## src/rtl/seg7_pkg.sv

```systemverilog
// seg7_pkg: shared constants, segment encodings and conversion state type for the operand display.
package seg7_pkg;

    localparam int NUM_DIGITS = 4;
    localparam int BCD_W      = 12;
    localparam logic [9:0] MAG_MAX = 10'd999;

    localparam logic [6:0] SEG_0     = 7'b1000000;
    localparam logic [6:0] SEG_1     = 7'b1111001;
    localparam logic [6:0] SEG_2     = 7'b0100100;
    localparam logic [6:0] SEG_3     = 7'b0110000;
    localparam logic [6:0] SEG_4     = 7'b0011001;
    localparam logic [6:0] SEG_5     = 7'b0010010;
    localparam logic [6:0] SEG_6     = 7'b0000010;
    localparam logic [6:0] SEG_7     = 7'b1111000;
    localparam logic [6:0] SEG_8     = 7'b0000000;
    localparam logic [6:0] SEG_9     = 7'b0010000;
    localparam logic [6:0] SEG_MINUS = 7'b0111111;
    localparam logic [6:0] SEG_BLANK = 7'b1111111;

    typedef enum logic [1:0] {IDLE, LOAD, SHIFT, DONE} state_t;

    function automatic logic [6:0] seg_of(input logic [3:0] d);
        case (d)
            4'd0:    seg_of = SEG_0;
            4'd1:    seg_of = SEG_1;
            4'd2:    seg_of = SEG_2;
            4'd3:    seg_of = SEG_3;
            4'd4:    seg_of = SEG_4;
            4'd5:    seg_of = SEG_5;
            4'd6:    seg_of = SEG_6;
            4'd7:    seg_of = SEG_7;
            4'd8:    seg_of = SEG_8;
            4'd9:    seg_of = SEG_9;
            default: seg_of = SEG_BLANK;
        endcase
    endfunction

endpackage

```

## src/rtl/bin2bcd_seq.sv

```systemverilog
// bin2bcd_seq: sequential double-dabble, 10-bit binary to 12-bit BCD in LOAD + 10 SHIFT + DONE cycles.
module bin2bcd_seq
    import seg7_pkg::*;
(
    input  logic             clk,
    input  logic             reset,
    input  logic             i_start,
    input  logic [9:0]       i_bin,
    output logic             o_busy,
    output logic             o_load,
    output logic             o_done,
    output logic [BCD_W-1:0] o_bcd
);

    state_t             r_state;
    logic [BCD_W+9:0]   r_sr;
    logic [3:0]         r_cnt;
    logic [BCD_W-1:0]   w_adj;

    always_comb begin
        w_adj = '0;
        for (int k = 0; k < BCD_W / 4; k++)
            w_adj[4*k +: 4] = r_sr[10+4*k +: 4] >= 4'd5 ? r_sr[10+4*k +: 4] + 4'd3 : r_sr[10+4*k +: 4];
    end

    always_ff @(posedge clk) begin
        if (reset) begin
            r_state <= IDLE;
            r_sr    <= '0;
            r_cnt   <= '0;
            o_busy  <= 1'b0;
            o_load  <= 1'b0;
            o_done  <= 1'b0;
        end else begin
            o_load <= 1'b0;
            o_done <= 1'b0;
            case (r_state)
                IDLE: if (i_start) begin
                    r_state <= LOAD;
                    o_busy  <= 1'b1;
                    o_load  <= 1'b1;
                end
                LOAD: begin
                    r_sr    <= {{BCD_W{1'b0}}, i_bin};
                    r_cnt   <= '0;
                    r_state <= SHIFT;
                end
                SHIFT: begin
                    r_sr  <= {w_adj, r_sr[9:0]} << 1;
                    r_cnt <= r_cnt + 4'd1;
                    if (r_cnt == 4'd9) begin
                        r_state <= DONE;
                        o_done  <= 1'b1;
                    end
                end
                default: begin
                    r_state <= IDLE;
                    o_busy  <= 1'b0;
                end
            endcase
        end
    end

    assign o_bcd = r_sr[BCD_W+9:10];

endmodule

```

## src/rtl/seg7_operand_display.sv

```systemverilog
// seg7_operand_display: signed operand to sign-magnitude BCD, multiplexed onto a 4-digit common-anode display.
// Define SEG7_BLINK_EN to blink the digit selected by i_unit.
module seg7_operand_display
    import seg7_pkg::*;
#(
    parameter int VALUE_W     = 16,
    parameter int REFRESH_DIV = 100000,
    parameter int BLINK_DIV   = 25000000
) (
    input  logic                  clk,
    input  logic                  reset,
    input  logic [VALUE_W-1:0]    i_value,
    input  logic [1:0]            i_unit,
    input  logic                  i_operand_sel,
    output logic [NUM_DIGITS-1:0] o_an,
    output logic [6:0]            o_seg,
    output logic                  o_dp,
    output logic                  o_busy,
    output logic                  o_ovf
);

    localparam int SCAN_W = $clog2(REFRESH_DIV);

    logic [VALUE_W:0]   w_ext, w_abs;
    logic               w_ovf, w_busy, w_load, w_done, w_start, w_wrap, w_blank;
    logic [9:0]         w_mag;
    logic [BCD_W-1:0]   w_bcd;
    logic [3:0]         w_nib;
    logic [6:0]         w_seg;
    logic [VALUE_W-1:0] r_cap;
    logic               r_sign_n, r_ovf_n, r_sign, r_ovf;
    logic [BCD_W-1:0]   r_bcd;
    logic [SCAN_W-1:0]  r_scan;
    logic [1:0]         r_digit;

    // One extra bit so the magnitude of the most negative value is representable.
    assign w_ext   = {i_value[VALUE_W-1], i_value};
    assign w_abs   = w_ext[VALUE_W] ? -w_ext : w_ext;
    assign w_ovf   = w_abs > (VALUE_W+1)'(MAG_MAX);
    assign w_mag   = w_ovf ? MAG_MAX : w_abs[9:0];
    assign w_start = !w_busy && (i_value != r_cap);

    bin2bcd_seq u_bcd (
        .clk     (clk),
        .reset   (reset),
        .i_start (w_start),
        .i_bin   (w_mag),
        .o_busy  (w_busy),
        .o_load  (w_load),
        .o_done  (w_done),
        .o_bcd   (w_bcd)
    );

    always_ff @(posedge clk) begin
        if (reset) begin
            r_cap    <= '0;
            r_sign_n <= 1'b0;
            r_ovf_n  <= 1'b0;
            r_bcd    <= '0;
            r_sign   <= 1'b0;
            r_ovf    <= 1'b0;
        end else begin
            if (w_load) begin
                r_cap    <= i_value;
                r_sign_n <= i_value[VALUE_W-1];
                r_ovf_n  <= w_ovf;
            end
            if (w_done) begin
                r_bcd  <= w_bcd;
                r_sign <= r_sign_n;
                r_ovf  <= r_ovf_n;
            end
        end
    end

    assign w_wrap = r_scan == SCAN_W'(REFRESH_DIV - 1);
    assign w_nib  = r_digit == 2'd2 ? r_bcd[11:8] : r_digit == 2'd1 ? r_bcd[7:4] : r_bcd[3:0];
    assign w_seg  = r_digit == 2'd3 ? (r_sign ? SEG_MINUS : SEG_BLANK) : seg_of(w_nib);

    always_ff @(posedge clk) begin
        if (reset) begin
            r_scan  <= '0;
            r_digit <= '0;
            o_an    <= '1;
            o_seg   <= SEG_BLANK;
            o_dp    <= 1'b1;
        end else begin
            r_scan  <= w_wrap ? '0 : r_scan + SCAN_W'(1);
            r_digit <= r_digit + {1'b0, w_wrap};
            o_an    <= ~(NUM_DIGITS'(1) << r_digit);
            o_seg   <= w_blank ? SEG_BLANK : w_seg;
            o_dp    <= w_blank || !(r_digit == 2'd3 && i_operand_sel);
        end
    end

`ifdef SEG7_BLINK_EN
    localparam int BLINK_W = $clog2(BLINK_DIV);

    logic [BLINK_W-1:0] r_blink_cnt;
    logic               r_phase;
    logic [1:0]         r_unit;

    // i_unit is sampled on digit change so a new selection never cuts a digit slot short.
    always_ff @(posedge clk) begin
        if (reset) begin
            r_blink_cnt <= '0;
            r_phase     <= 1'b0;
            r_unit      <= '0;
        end else begin
            r_blink_cnt <= r_blink_cnt == BLINK_W'(BLINK_DIV - 1) ? '0 : r_blink_cnt + BLINK_W'(1);
            if (r_blink_cnt == BLINK_W'(BLINK_DIV - 1))
                r_phase <= !r_phase;
            if (w_wrap)
                r_unit <= i_unit;
        end
    end

    assign w_blank = r_phase && (r_digit == r_unit);
`else
    localparam int unused_blink_div = BLINK_DIV;
    logic w_unused;
    assign w_unused = ^i_unit;
    assign w_blank  = 1'b0;
`endif

    assign o_busy = w_busy;
    assign o_ovf  = r_ovf;

endmodule
```

## config.mk

```make
export PLATFORM = sky130hd
export DESIGN_NAME = seg7_operand_display
export DESIGN_NICKNAME = d
export VERILOG_FILES = /design/src/rtl/seg7_pkg.sv /design/src/rtl/bin2bcd_seq.sv /design/src/rtl/seg7_operand_display.sv
export SDC_FILE = /design/constraint.sdc
export NUM_CORES = 1
export LEC_CHECK = 0
export BUFFER_PORTS_ARGS = -buffer_cell sky130_fd_sc_hd__buf_2
export CORE_ASPECT_RATIO = 0.5
export CORE_MARGIN = 10
export CORE_UTILIZATION = 45
export CTS_CLUSTER_DIAMETER = 150
export DETAILED_ROUTE_END_ITERATION = 12
export GPL_ROUTABILITY_DRIVEN = 1
export RECOVER_POWER = 50
export SYNTH_ARGS = -nofsm -noshare
export SYNTH_HDL_FRONTEND = slang
export SYNTH_SLANG_ARGS = --single-unit
```

## constraint.sdc

```tcl
create_clock -name clk -period 3.18 [get_ports clk]
set_input_delay 0.795 -clock clk [delete_from_list [all_inputs] [get_ports clk]]
set_output_delay 0.795 -clock clk [all_outputs]
set_load 0.05 [all_outputs]
```

## Word level (Yosys, flattened, before mapping)

Memory sizes are Yosys's and may differ from the RTL's.
Cells that the tools add are included.

- Bits in registers: 94
- ROM bits: 112
- Output and inout bits: 14
- Logic and storage cells: 74
- Memories: 1

Memory list:

| memory | words | bits a word | rd ports | clocked after Yosys merged registers in | write ports | line | source |
|---|---|---|---|---|---|---|---|
| (name not given) | 16 | 7 | 1 | 0 | 0 | seg7_pkg.sv:24 | `case (d)` |

- Add/sub/neg operators: 7
- Magnitude comparators: 4
- Equality and inequality tests: 10
- Shift operators: 1
- Multiplexer cells: 18
- Bitwise logic cells: 4
- Reductions and logical operators: 12

Operators by type and width:

| operator | count |
|---|---|
| case mux 22 bit (2 select lines) | 1 |
| adder 17 x 1 -> 17 bit (second input constant) | 1 |
| == test 17 bit (second input constant) | 1 |
| greater-than comparator 17 x 10 -> 1 bit (second input constant) | 1 |
| two-way mux 17 bit | 1 |
| negation 17 bit | 1 |
| two-way mux 4 bit | 4 |
| inequality test 16 bit | 1 |
| two-way mux 7 bit | 2 |
| greater-or-equal comparator 4 x 3 -> 1 bit (second input constant) | 3 |
| two-way mux 10 bit | 1 |
| adder 4 x 2 -> 4 bit (second input constant) | 2 |
| case mux 4 bit (2 select lines) | 1 |
| OR reduction 2 bit | 4 |
| == test 2 bit (second input constant) | 3 |
| case mux 2 bit (3 select lines) | 1 |
| adder 4 x 1 -> 4 bit (second input constant) | 1 |
| == test 2 x 1 -> 1 bit (second input constant) | 2 |
| == test 4 bit (second input constant) | 1 |
| two-way mux 2 bit | 2 |
| inequality test 2 x 1 -> 1 bit (second input constant) | 2 |
| inverter 4 bit | 1 |
| AND reduction 2 bit | 2 |
| left shift 1 x 2 -> 4 bit (first input constant) | 1 |
| 10 further kinds | 16 |

## Logic depth before layout (Yosys ltp)

Gate-level depths: netlist of run 1.

- Word-level depth: 5
- Mapped depth: 9

## Modules after synthesis

From an unflattened synthesis of run 1, not the netlist that was laid out.

- Cell total of the unflattened synthesis: 555
- Area total of the unflattened synthesis: 4882.2 µm²

By module, submodules not included:

| module | instances | cells each | area each (µm²) | seq. area each (µm²) |
|---|---|---|---|---|
| seg7_operand_display | 1 | 365 | 3175.5 | 1241.2 |
| bin2bcd_seq | 1 | 190 | 1706.6 | 620.6 |

## Worst setup path after synthesis of run 1

Ideal clock, no wire load.

- Path kind: in2reg
- Start point: in i_value[4]
- End point: reg u_bcd.r_sr[2]
- Arrival: 2.789 ns
- Required time: 3.060 ns
- Setup slack: 0.272 ns
- Stages on the path: 8
- Buffers on the path: 2
- Path through: buf_2 -> or4_1 -> buf_2 -> o41a_1 -> o221ai_2 -> nand4_2 -> a41o_1 -> o31a_1

- Longest elaborated chain between the ends: 5

Ends and longest elaborated chain:

| element | line | source |
|---|---|---|
| start: declaration | seg7_operand_display.sv:12 | `input logic [VALUE_W-1:0] i_value,` |
| negation 17 bit | seg7_operand_display.sv:38 | `assign w_abs = w_ext[VALUE_W] ? -w_ext : w_ext;` |
| two-way mux 17 bit (*) | seg7_operand_display.sv:38 |  |
| greater-than comparator 17 x 10 -> 1 bit (*) | seg7_operand_display.sv:39 | `assign w_ovf = w_abs > (VALUE_W+1)'(MAG_MAX);` |
| two-way mux 10 bit (*) | seg7_operand_display.sv:40 | `assign w_mag = w_ovf ? MAG_MAX : w_abs[9:0];` |
| case mux 22 bit (2 select lines) (*) | bin2bcd_seq.sv:37 | `case (r_state)` |
| end signal: assignment | bin2bcd_seq.sv:44 | `r_sr <= {{BCD_W{1'b0}}, i_bin};` |
| end signal: assignment | bin2bcd_seq.sv:49 | `r_sr <= {w_adj, r_sr[9:0]} << 1;` |
| end: declaration | bin2bcd_seq.sv:16 | `logic [BCD_W+9:0] r_sr;` |

Every way passes the cells marked *; elsewhere a longest branch is shown, timed or not.
A chain may end at the register's enable or synchronous reset.

## Worst setup path in the final report of run 1

- Start point: in i_value[1]
- End point: reg u_bcd.r_sr[2]

- Longest elaborated chain between the ends: 5

Ends and longest elaborated chain:

| element | line |
|---|---|
| negation 17 bit | seg7_operand_display.sv:38 |
| two-way mux 17 bit (*) | seg7_operand_display.sv:38 |
| greater-than comparator 17 x 10 -> 1 bit | seg7_operand_display.sv:39 |
| two-way mux 10 bit (*) | seg7_operand_display.sv:40 |
| case mux 22 bit (2 select lines) (*) | bin2bcd_seq.sv:37 |

Marks and branches as above.

==> summary.md, run 1 <==
| Metric | Value |
|---|---|
| Status | `complete, but fails checks` |
| Failing checks | `capacitance limit, slew limit` |
| Synth Flop Type | `dfxtp_1` |
| Post-synth EDFFs | `0` |
| Cell variety after synth | `56` |
| Final Hold Violating Endpoints | `0` |
| Crit path buffers/inverters | `2` |
| Cell taking the most area after synthesis | `dfxtp_1` |
| Syn Std Cell Area | `0.00465 mm2` |
| CTS tree | `built` |
| Clock Pin Slew Worst Setup and Hold Paths | `0.06 ns` |
| Crit path max-delay family | `simple AND/OR/NAND/NOR gates` |
| Yosys top cell area share | `0.400` |
| IO Port Bufs | `32` |
| Via count | `3,708` |
| Setup Fix Bufs, Post-CTS | `0` |
| Crit-path slowest cell | `or4_1` |
| Area contributors post-synth | `dfxtp_1, nor2_1, mux2i_1` |
| Synth Warn # | `0` |
| CTS buffer count | `9` |
| Critical path's largest stage delay | `0.56 ns` |
| Adder-cell area share of the yosys netlist | `0.0511` |
| Pin count of the biggest net entering global routing | `41` |
| Dpl hpwl | `6.97 mm` |
| All-Layer GR Usage | `0.139` |
| Worst path cell trace | `buf_2, inv_1, ha_1, or3b_1, or4_1, o221ai_2, nand4_2, a41o_1, o31a_1` |
| Maxcap violations | `1` |
| Nets | `607` |
| H-Tree Level Count | `3` |
| DRC | `0` |
| Initial cell density of the core | `0.458` |
| Cts hold-fix bufs | `0` |
| # rows | `26` |
| Setup TNS | `0 ns` |
| Top Ports | `35` |
| Die Ht | `91.9 um` |
| Final Critical Period | `2.78 ns` |
| CP Data Required Time | `3.41 ns` |
| Async SR Flop Fraction | `0` |
| Post-Synth XOR/XNOR Area | `0.0904` |
| Vias in the first global route | `3,652` |
| Core area | `0.0101 mm2` |
| First-pass GRT wire length | `17.3 mm` |
| Post-synthesis simple-gate area fraction | `0.204` |
| Deepest clock path buffer count | `2` |
| CP Launch Type | `input port` |
| DR WL/cell | `14.0 um` |
| Post-synth net total | `583` |
| Least-Margin Pin Slew | `1.72 ns` |
| VDD IR max | `0.343 mV` |
| Hold Path Class | `register to register` |
| Clk_skew | `0.0126 ns` |
| Vias per inst | `5.21` |
| Seq/Total Area, Yosys | `0.400` |
| Avg Synthesized Cell Area | `8.56 um2` |
| Period utilization | `0.874` |
| Largest family of logic cells by synthesized area | `simple AND/OR/NAND/NOR gates` |
| Root buf cell | `clkbuf_16` |
| Worst-Skew Late Latency | `0.35 ns` |
| Crit Path Class | `input port to register` |
| Starting DRT DRC Count | `218` |
| Pins Over Slew Limit | `41` |
| Reg2reg setup slack | `1.14 ns` |
| FMAX | `360 MHz` |
| DP Area | `0.00496 mm2` |
| Power Dens Cells | `672 mW/mm2` |
| ANT nets after route | `0` |
| Critical path capture point type | `register` |
| Fraction of layout cells with a size suffix above 1 | `0.0997` |
| Pleak | `1.93 nW` |
| Compound-Gate Fraction of Synth Area | `0.136` |
| Gr ovfl total | `0` |
| Final GP Congestion | `0.794` |
| CTS resizes | `0` |
| FF+latch count, synth | `93` |
| WP data arrival | `3.01 ns` |
| Antenna violations before repair | `0` |
| Post-synthesis mux area share | `0.0710` |
| Setup violations, final | `0` |
| TritonRoute pass-1 iters | `4` |
| Unrepaired setup endpoints after global routing | `false` |
| Fillers | `971` |
| Ant. Diodes | `0` |
| Die width | `164 um` |
| Worst-path fanout max | `6` |
| Final instance area | `0.00529 mm2` |
| Die area | `0.0150 mm2` |
| P&R area growth vs syn | `13.7%` |
| WL final | `9.99 mm` |
| Clock tree sinks | `93` |
| Cells after synthesis | `543` |
| Worst rel slew slack | `-0.144` |
cells in the final DEF, fill, tap and decap left out, types with 8 or more instances in the layout:
cell	synthesis	final
nor2_1	93	93
dfxtp_1	93	93
nand2_1	35	35
mux2i_1	33	33
xnor2_1	32	32
buf_2	2	22
inv_1	21	21
o21ai_0	20	20
a21oi_1	20	20
ha_1	19	19
xor2_1	16	16
nand3_1	13	13
nor3_1	13	13
nand2b_1	13	13
clkbuf_1	24	13
buf_4	0	12
clkbuf_16	0	9
a22oi_1	8	8
layer usage:
metal / track usage / vias up / part of all wire
met3: 0.0495 / 7 / 0.052
met4: 0.0459 / 0 / 0.012
li1: - / 1923 / -
met2: 0.222 / 58 / 0.45
met1: 0.173 / 1720 / 0.49
met5: 0 / - / 0
worst paths after layout:
kind | startpoint | to | cells past startpoint
worst max register to register | r_digit[0] | o_seg[3] | 8
worst min register to register | u_bcd.r_sr[8] | u_bcd.r_sr[8] | 2
worst min-delay path | u_bcd.r_sr[8] | u_bcd.r_sr[8] | 2
worst max-delay path | i_value[1] | u_bcd.r_sr[2] | 9
tightest hold or removal path, delay by kind of cell (launching register included):
| family | cells | cell delay, ns |
|---|---|---|
| compound gates | 1 | 0.05 |
| flops | 1 | 0.31 |
| simple gates | 1 | 0.06 |
metrics by stage:
step                cells  setup slack [ns]  power (W)   util  hold slack, ns
floorplan             543             0.272    0.00209      -           0.430
global placement      696             0.108    0.00231  0.488           0.444
detailed placement    696            0.0894    0.00233  0.488           0.453
CTS                   712             0.423    0.00359  0.523           0.463
global route          712             0.253    0.00375  0.521           0.488
finish                712             0.399    0.00355  0.521           0.462
state kept, by name, summed over array words and instances (netlist names), 2 cells and up:
register and cells:
r_digit 2, u_bcd.r_state 2, o_an 4, r_cap 16, u_bcd.r_sr 22, r_bcd 12, r_scan 17, u_bcd.r_cnt 4
o_seg 7
cells by family (layout without fill, tap and decap cells):
| group | count (synthesis) | after routing |
|---|---|---|
| AOI/OAI and AO/OA | 91 | 91 |
| xor gates and xnor gates | 48 | 48 |
| adders and majority gates | 19 | 19 |
| buffers and inverters | 55 | 84 |
| DFF | 93 | 93 |
| muxes | 33 | 33 |
| and+or+nand+nor | 204 | 204 |
power breakdown:
part           switching (W)  internal, W  total, W
clock network       0.000457     0.000793   0.00125
logic               0.000532     0.000362  0.000894
registers           0.000117      0.00129   0.00141
final cells by class:
type                       count  area (um2)  area share
multi-input combinational    395        2570       0.487
sequential                    93        1860       0.352
timing repair buffer          46         245      0.0464
clock buffer                  11         243      0.0459
tap                          140         175      0.0331
clock inverter                 5         108      0.0204
inverter                      22        82.6      0.0156
cells in the mapped netlist (all sizes together) (3+ instances only):
| library cell | instances |
|---|---|
| nor3 | 13 |
| clkbuf | 24 |
| mux2i | 33 |
| nor3b | 3 |
| o22ai | 3 |
| o311ai | 3 |
| ha | 19 |
| a21oi | 20 |
| xnor2 | 32 |
| or4 | 5 |
| xor2 | 16 |
| dfxtp | 93 |
| nor2 | 93 |
| o21ai | 20 |
| o31a | 3 |
| nand3 | 13 |
| inv | 22 |
| buf | 9 |
| a22oi | 8 |
| or2 | 3 |
| nor2b | 3 |
| nor4 | 4 |
| nand4 | 5 |
| o32ai | 3 |
| a32oi | 3 |
| o41ai | 3 |
| or3 | 5 |
| nand2b | 13 |
| nand2 | 35 |
| o31ai | 6 |
Power figures use the tool's default switching activity.
==> run 2: changes to the inputs <==
--- a/config.mk
+++ b/config.mk
@@ -12,6 +12,7 @@
 export CTS_CLUSTER_DIAMETER = 150
 export DETAILED_ROUTE_END_ITERATION = 12
 export GPL_ROUTABILITY_DRIVEN = 1
+export PLACE_DENSITY = 0.75
 export RECOVER_POWER = 50
 export SYNTH_ARGS = -nofsm -noshare
 export SYNTH_HDL_FRONTEND = slang
==> summary.md, run 2 (synthesized netlist as in run 1, its figures left out) <==
| Metric | Value |
|---|---|
| Largest registers | `u_bcd.r_sr: 22 flops, r_scan: 17 flops, r_cap: 16 flops` |
| Critical path capture point type | `register` |
| Clk pwr share | `0.341` |
| H-Tree Level Count | `3` |
| Switching power | `0.00112 W` |
| ANT nets after route | `0` |
| Unrepaired setup endpoints after global routing | `false` |
| Failing checks | `capacitance limit, slew limit` |
| Final GP Congestion | `0.820` |
| Initial cell density of the core | `0.458` |
| R2R cell count | `6` |
| Logic gate share of total power | `0.254` |
| Antenna violations before repair | `0` |
| Cts hold-fix bufs | `0` |
| Pleak | `1.91 nW` |
| Deepest clock path buffer count | `2` |
| Core area | `0.0101 mm2` |
| Vias in the first global route | `3,511` |
| CTS resizes | `0` |
| Critical Path Sink | `u_bcd.r_sr[9]` |
| P&R area growth vs syn | `12.8%` |
| Dpl hpwl | `6.61 mm` |
| First-pass GRT wire length | `16.7 mm` |
| Clk_skew | `0.00992 ns` |
| Worst-path fanout max | `6` |
| DRC | `0` |
| Top Ports | `35` |
| TritonRoute pass-1 iters | `4` |
| Setup Fix Bufs, Post-CTS | `0` |
| All-Layer GR Usage | `0.131` |
| Die width | `164 um` |
| Die Ht | `91.9 um` |
| Root buf cell | `clkbuf_16` |
| IO Port Bufs | `32` |
| DP Area | `0.00493 mm2` |
| Nets | `604` |
| Commonest non-fill, non-tap cells in the layout | `nor2_1, dfxtp_1, nand2_1, mux2i_1, xnor2_1` |
| Sequential share of power | `0.405` |
| Final Critical Period | `2.81 ns` |
| Crit Path Class | `input port to register` |
| Least-Margin Pin Slew | `1.72 ns` |
| Final instance area | `0.00525 mm2` |
| Period utilization | `0.884` |
| Power Dens Cells | `662 mW/mm2` |
| Number of flip-flops in the largest register | `22` |
| Clock Pin Slew Worst Setup and Hold Paths | `0.06 ns` |
| FMAX | `356 MHz` |
| Hold Path Class | `register to register` |
| Worst rel slew slack | `-0.146` |
| CTS tree | `built` |
| Pin count of the biggest net entering global routing | `40` |
| Top reg by flops | `u_bcd.r_sr` |
| Status | `complete, but fails checks` |
| Setup TNS | `0 ns` |
| WL final | `9.62 mm` |
| Net switching share of the total power | `0.324` |
| Setup violations, final | `0` |
| Vias per inst | `5.24` |
| Fraction of layout cells with a size suffix above 1 | `0.0984` |
| Starting DRT DRC Count | `153` |
| Die area | `0.0150 mm2` |
| CP Launch Type | `input port` |
| # rows | `26` |
| Int Pwr | `0.00235 W` |
| DR WL/cell | `13.6 um` |
| WP data arrival | `2.96 ns` |
| Via count | `3,716` |
| Reg2reg setup slack | `1.18 ns` |
| VDD IR max | `0.353 mV` |
| CTS buffer count | `9` |
| Reg2Reg Capture Point | `r_scan[14]` |
| CP Data Required Time | `3.33 ns` |
| Clock tree sinks | `93` |
| Post-Place Setup Slack | `0.0595 ns` |
| Maxcap violations | `1` |
| Ant. Diodes | `0` |
| Worst-Skew Late Latency | `0.35 ns` |
| Final Hold Violating Endpoints | `0` |
| Final worst setup slack | `0.369 ns` |
| Worst R2R Start | `r_scan[2]` |
| Worst setup startpoint | `i_value[1]` |
| Pins Over Slew Limit | `40` |
| Gr ovfl total | `0` |
## run 2: cell count changes in the layout (fill, tap and decap cells not counted)
cell	previous run	this run
inv_6	0	3
clkbuf_8	1	0
buf_2	22	23
clkinvlp_4	0	1
clkbuf_1	13	11
clkinv_4	2	0
bufinv_16	3	2
inv_8	0	1
buf_4	12	9
## run 2: stage by stage
| step | hold WS (ns) | std cells | util | power, W |
|---|---|---|---|---|
| 5_1_grt | 0.480 | 709 | 0.517 | 0.00368 |
| 3_5_place_dp | 0.451 | 693 | 0.486 | 0.00231 |
| 4_1_cts | 0.459 | 709 | 0.519 | 0.00349 |
| 6_report | 0.457 | 709 | 0.517 | 0.00347 |
| 3_3_place_gp | 0.443 | 693 | 0.486 | 0.00228 |
| 2_1_floorplan | 0.430 | 543 | - | 0.00209 |
## run 2: how the worst min path moves through the flow
stage | depth (start not counted) | end | startpoint | slack [ns]
2_1_floorplan | 1 | r_scan[0] | r_scan[0] | 0.43
3_3_place_gp | 1 | r_scan[0] | r_scan[0] | 0.44
3_5_place_dp | 2 | u_bcd.r_sr[8] | u_bcd.r_sr[8] | 0.45
4_1_cts | 2 | u_bcd.r_sr[8] | u_bcd.r_sr[8] | 0.46
5_1_grt | 2 | u_bcd.r_sr[8] | u_bcd.r_sr[8] | 0.48
6_report | 2 | u_bcd.r_sr[8] | u_bcd.r_sr[8] | 0.46
## run 2: routing by layer
layer	wire length (um)	GRT usage
met3	470	0.0459
met4	126	0.0348
met1	4860	0.170
met5	0	0
met2	4160	0.205
## run 2: worst max-delay path, cell delays in order
cell and delay (ns):
buf_2 0.13, inv_1 0.07, ha_1 0.21, or3b_1 0.44
or4_1 0.56, o221ai_2 0.09, nand4_2 0.18, o311ai_0 0.38
a21oi_1 0.11
## run 2: layout make-up
type | count | area [um2]
well taps | 140 | 175
repair buffers | 43 | 224
flip-flops and latches | 93 | 1860
multi-input cells | 395 | 2570
clock buffers | 9 | 225
fillers | 950 | 4900
inverters | 22 | 82.6
clock inverters | 7 | 105
## run 2: power by group through the flow
| stage | logic [W] | registers [W] | clock network (W) |
|---|---|---|---|
| global route | 0.000998 | 0.00142 | 0.00126 |
| floorplan | 0.000672 | 0.00141 | 0 |
| finish | 0.000882 | 0.00141 | 0.00119 |
| CTS | 0.000880 | 0.00141 | 0.00120 |
| global placement | 0.000859 | 0.00143 | 0 |
| detailed placement | 0.000878 | 0.00143 | 0 |
==> run 3: changes to the inputs <==
--- a/config.mk
+++ b/config.mk
@@ -13,7 +13,6 @@
 export DETAILED_ROUTE_END_ITERATION = 12
 export GPL_ROUTABILITY_DRIVEN = 1
 export PLACE_DENSITY = 0.75
-export RECOVER_POWER = 50
 export SYNTH_ARGS = -nofsm -noshare
 export SYNTH_HDL_FRONTEND = slang
 export SYNTH_SLANG_ARGS = --single-unit
==> summary.md, run 3 (synthesized netlist as in run 1, its figures left out) <==
| Metric | Value |
|---|---|
| Status | `finished clean` |
| Final GP Congestion | `0.820` |
| Die Ht | `91.9 um` |
| Die area | `0.0150 mm2` |
| WL final | `9.65 mm` |
| Starting DRT DRC Count | `157` |
| Final instance area | `0.00527 mm2` |
| Pins Over Slew Limit | `0` |
| Worst-Skew Late Latency | `0.35 ns` |
| Ant. Diodes | `0` |
| DRC | `0` |
| First-pass GRT wire length | `16.7 mm` |
| H-Tree Level Count | `3` |
| All-Layer GR Usage | `0.131` |
| Cts hold-fix bufs | `0` |
| Deepest clock path buffer count | `2` |
| Initial cell density of the core | `0.458` |
| Least-Margin Pin Slew | `1.06 ns` |
| Via count | `3,706` |
| Largest registers | `u_bcd.r_sr: 22 flops, r_scan: 17 flops, r_cap: 16 flops` |
| Worst-path fanout max | `6` |
| Crit Path Class | `input port to register` |
| Net switching share of the total power | `0.323` |
| Top Ports | `35` |
| Core area | `0.0101 mm2` |
| VDD IR max | `0.353 mV` |
| Period utilization | `0.877` |
| Reg2Reg Capture Point | `o_seg[3]` |
| DP Area | `0.00493 mm2` |
| Logic gate share of total power | `0.254` |
| Vias in the first global route | `3,511` |
| P&R area growth vs syn | `13.2%` |
| Critical Path Sink | `u_bcd.r_sr[2]` |
| Antenna violations before repair | `0` |
| Sequential share of power | `0.405` |
| CP Data Required Time | `3.42 ns` |
| DR WL/cell | `13.6 um` |
| Final worst setup slack | `0.390 ns` |
| Post-Place Setup Slack | `0.0595 ns` |
| WP data arrival | `3.03 ns` |
| Worst rel slew slack | `0.290` |
| Root buf cell | `clkbuf_16` |
| IO Port Bufs | `32` |
| Clock tree sinks | `93` |
| Final Critical Period | `2.79 ns` |
| Pleak | `1.93 nW` |
| Gr ovfl total | `0` |
| Top reg by flops | `u_bcd.r_sr` |
| Pwr Total | `0.00347 W` |
| CTS tree | `built` |
| Number of flip-flops in the largest register | `22` |
| Clock Pin Slew Worst Setup and Hold Paths | `0.07 ns` |
| Final Hold Violating Endpoints | `0` |
| FMAX | `358 MHz` |
| Unrepaired setup endpoints after global routing | `false` |
| CP Launch Type | `input port` |
| Int Pwr | `0.00235 W` |
| CTS resizes | `0` |
| Maxcap violations | `0` |
| Inst Count DP | `693` |
| Dpl hpwl | `6.61 mm` |
| ANT nets after route | `0` |
| Commonest non-fill, non-tap cells in the layout | `nor2_1, dfxtp_1, nand2_1, mux2i_1` |
| Setup Fix Bufs, Post-CTS | `0` |
| TritonRoute pass-1 iters | `4` |
| Nets | `604` |
| Switching power | `0.00112 W` |
| Min-delay src | `u_bcd.r_sr[8]` |
| Power Dens Cells | `660 mW/mm2` |
| Fraction of layout cells with a size suffix above 1 | `0.118` |
| Worst R2R Start | `r_digit[1]` |
| Critical path capture point type | `register` |
| Setup TNS | `0 ns` |
| Clk_skew | `0.00980 ns` |
| CTS buffer count | `9` |
| R2R cell count | `8` |
| Clk pwr share | `0.341` |
| Pin count of the biggest net entering global routing | `40` |
| Reg2reg setup slack | `1.18 ns` |
| Die width | `164 um` |
| # rows | `26` |
| Non-Filler Instances | `709` |
| Worst setup startpoint | `i_value[1]` |
| Vias per inst | `5.23` |
| Setup violations, final | `0` |
| Hold Path Class | `register to register` |
run 3: cell count changes in the layout (fill, tap and decap cells not counted), sizes merged:
cell,change
buf,+11
clkbuf,-11
run 3: critical path, cell delays in order:
cell      delay, ns
buf_2          0.13
inv_1          0.07
ha_1           0.21
or3b_1         0.44
or4_1          0.56
o221ai_2       0.09
nand4_2        0.18
a41o_1         0.29
o31a_1         0.27
run 3: metrics by stage:
step                       util  hold WS [ns]
after detailed placement  0.486         0.451
after CTS                 0.519         0.459
after global routing      0.519         0.480
final                     0.519         0.457
after floorplan               -         0.430
after global placement    0.486         0.443
run 3: area by class of cell:
cell class | count | area, um2
Tap cell | 140 | 175
Sequential cell | 93 | 1860
Timing Repair Buffer | 43 | 243
Fill cell | 944 | 4880
Multi-Input combinational cell | 395 | 2570
Clock buffer | 9 | 225
Clock inverter | 7 | 105
Inverter | 22 | 82.6
run 3: worst min path at each step:
stage	end	depth (start not counted)
after global placement	r_scan[0]	1
after detailed placement	u_bcd.r_sr[8]	2
after floorplan	r_scan[0]	1
after global routing	u_bcd.r_sr[8]	2
final	u_bcd.r_sr[8]	2
after CTS	u_bcd.r_sr[8]	2
run 3: routing by layer:
metal | wire (um) | vias to the layer above | track usage | part of all wire
met2 | 4260 | 77 | 0.205 | 0.44
met3 | 539 | 6 | 0.0459 | 0.056
met4 | 83 | 0 | 0.0348 | 0.0086
met1 | 4770 | 1706 | 0.170 | 0.49
li1 | - | 1917 | - | -
met5 | 0 | - | 0 | 0
run 3: power by group through the flow:
stage	Combinational (W)	Clock [W]	Sequential (W)
2_1_floorplan	0.000672	0	0.00141
3_3_place_gp	0.000859	0	0.00143
5_1_grt	0.000999	0.00126	0.00142
6_report	0.000881	0.00119	0.00141
3_5_place_dp	0.000878	0	0.00143
4_1_cts	0.000880	0.00120	0.00141
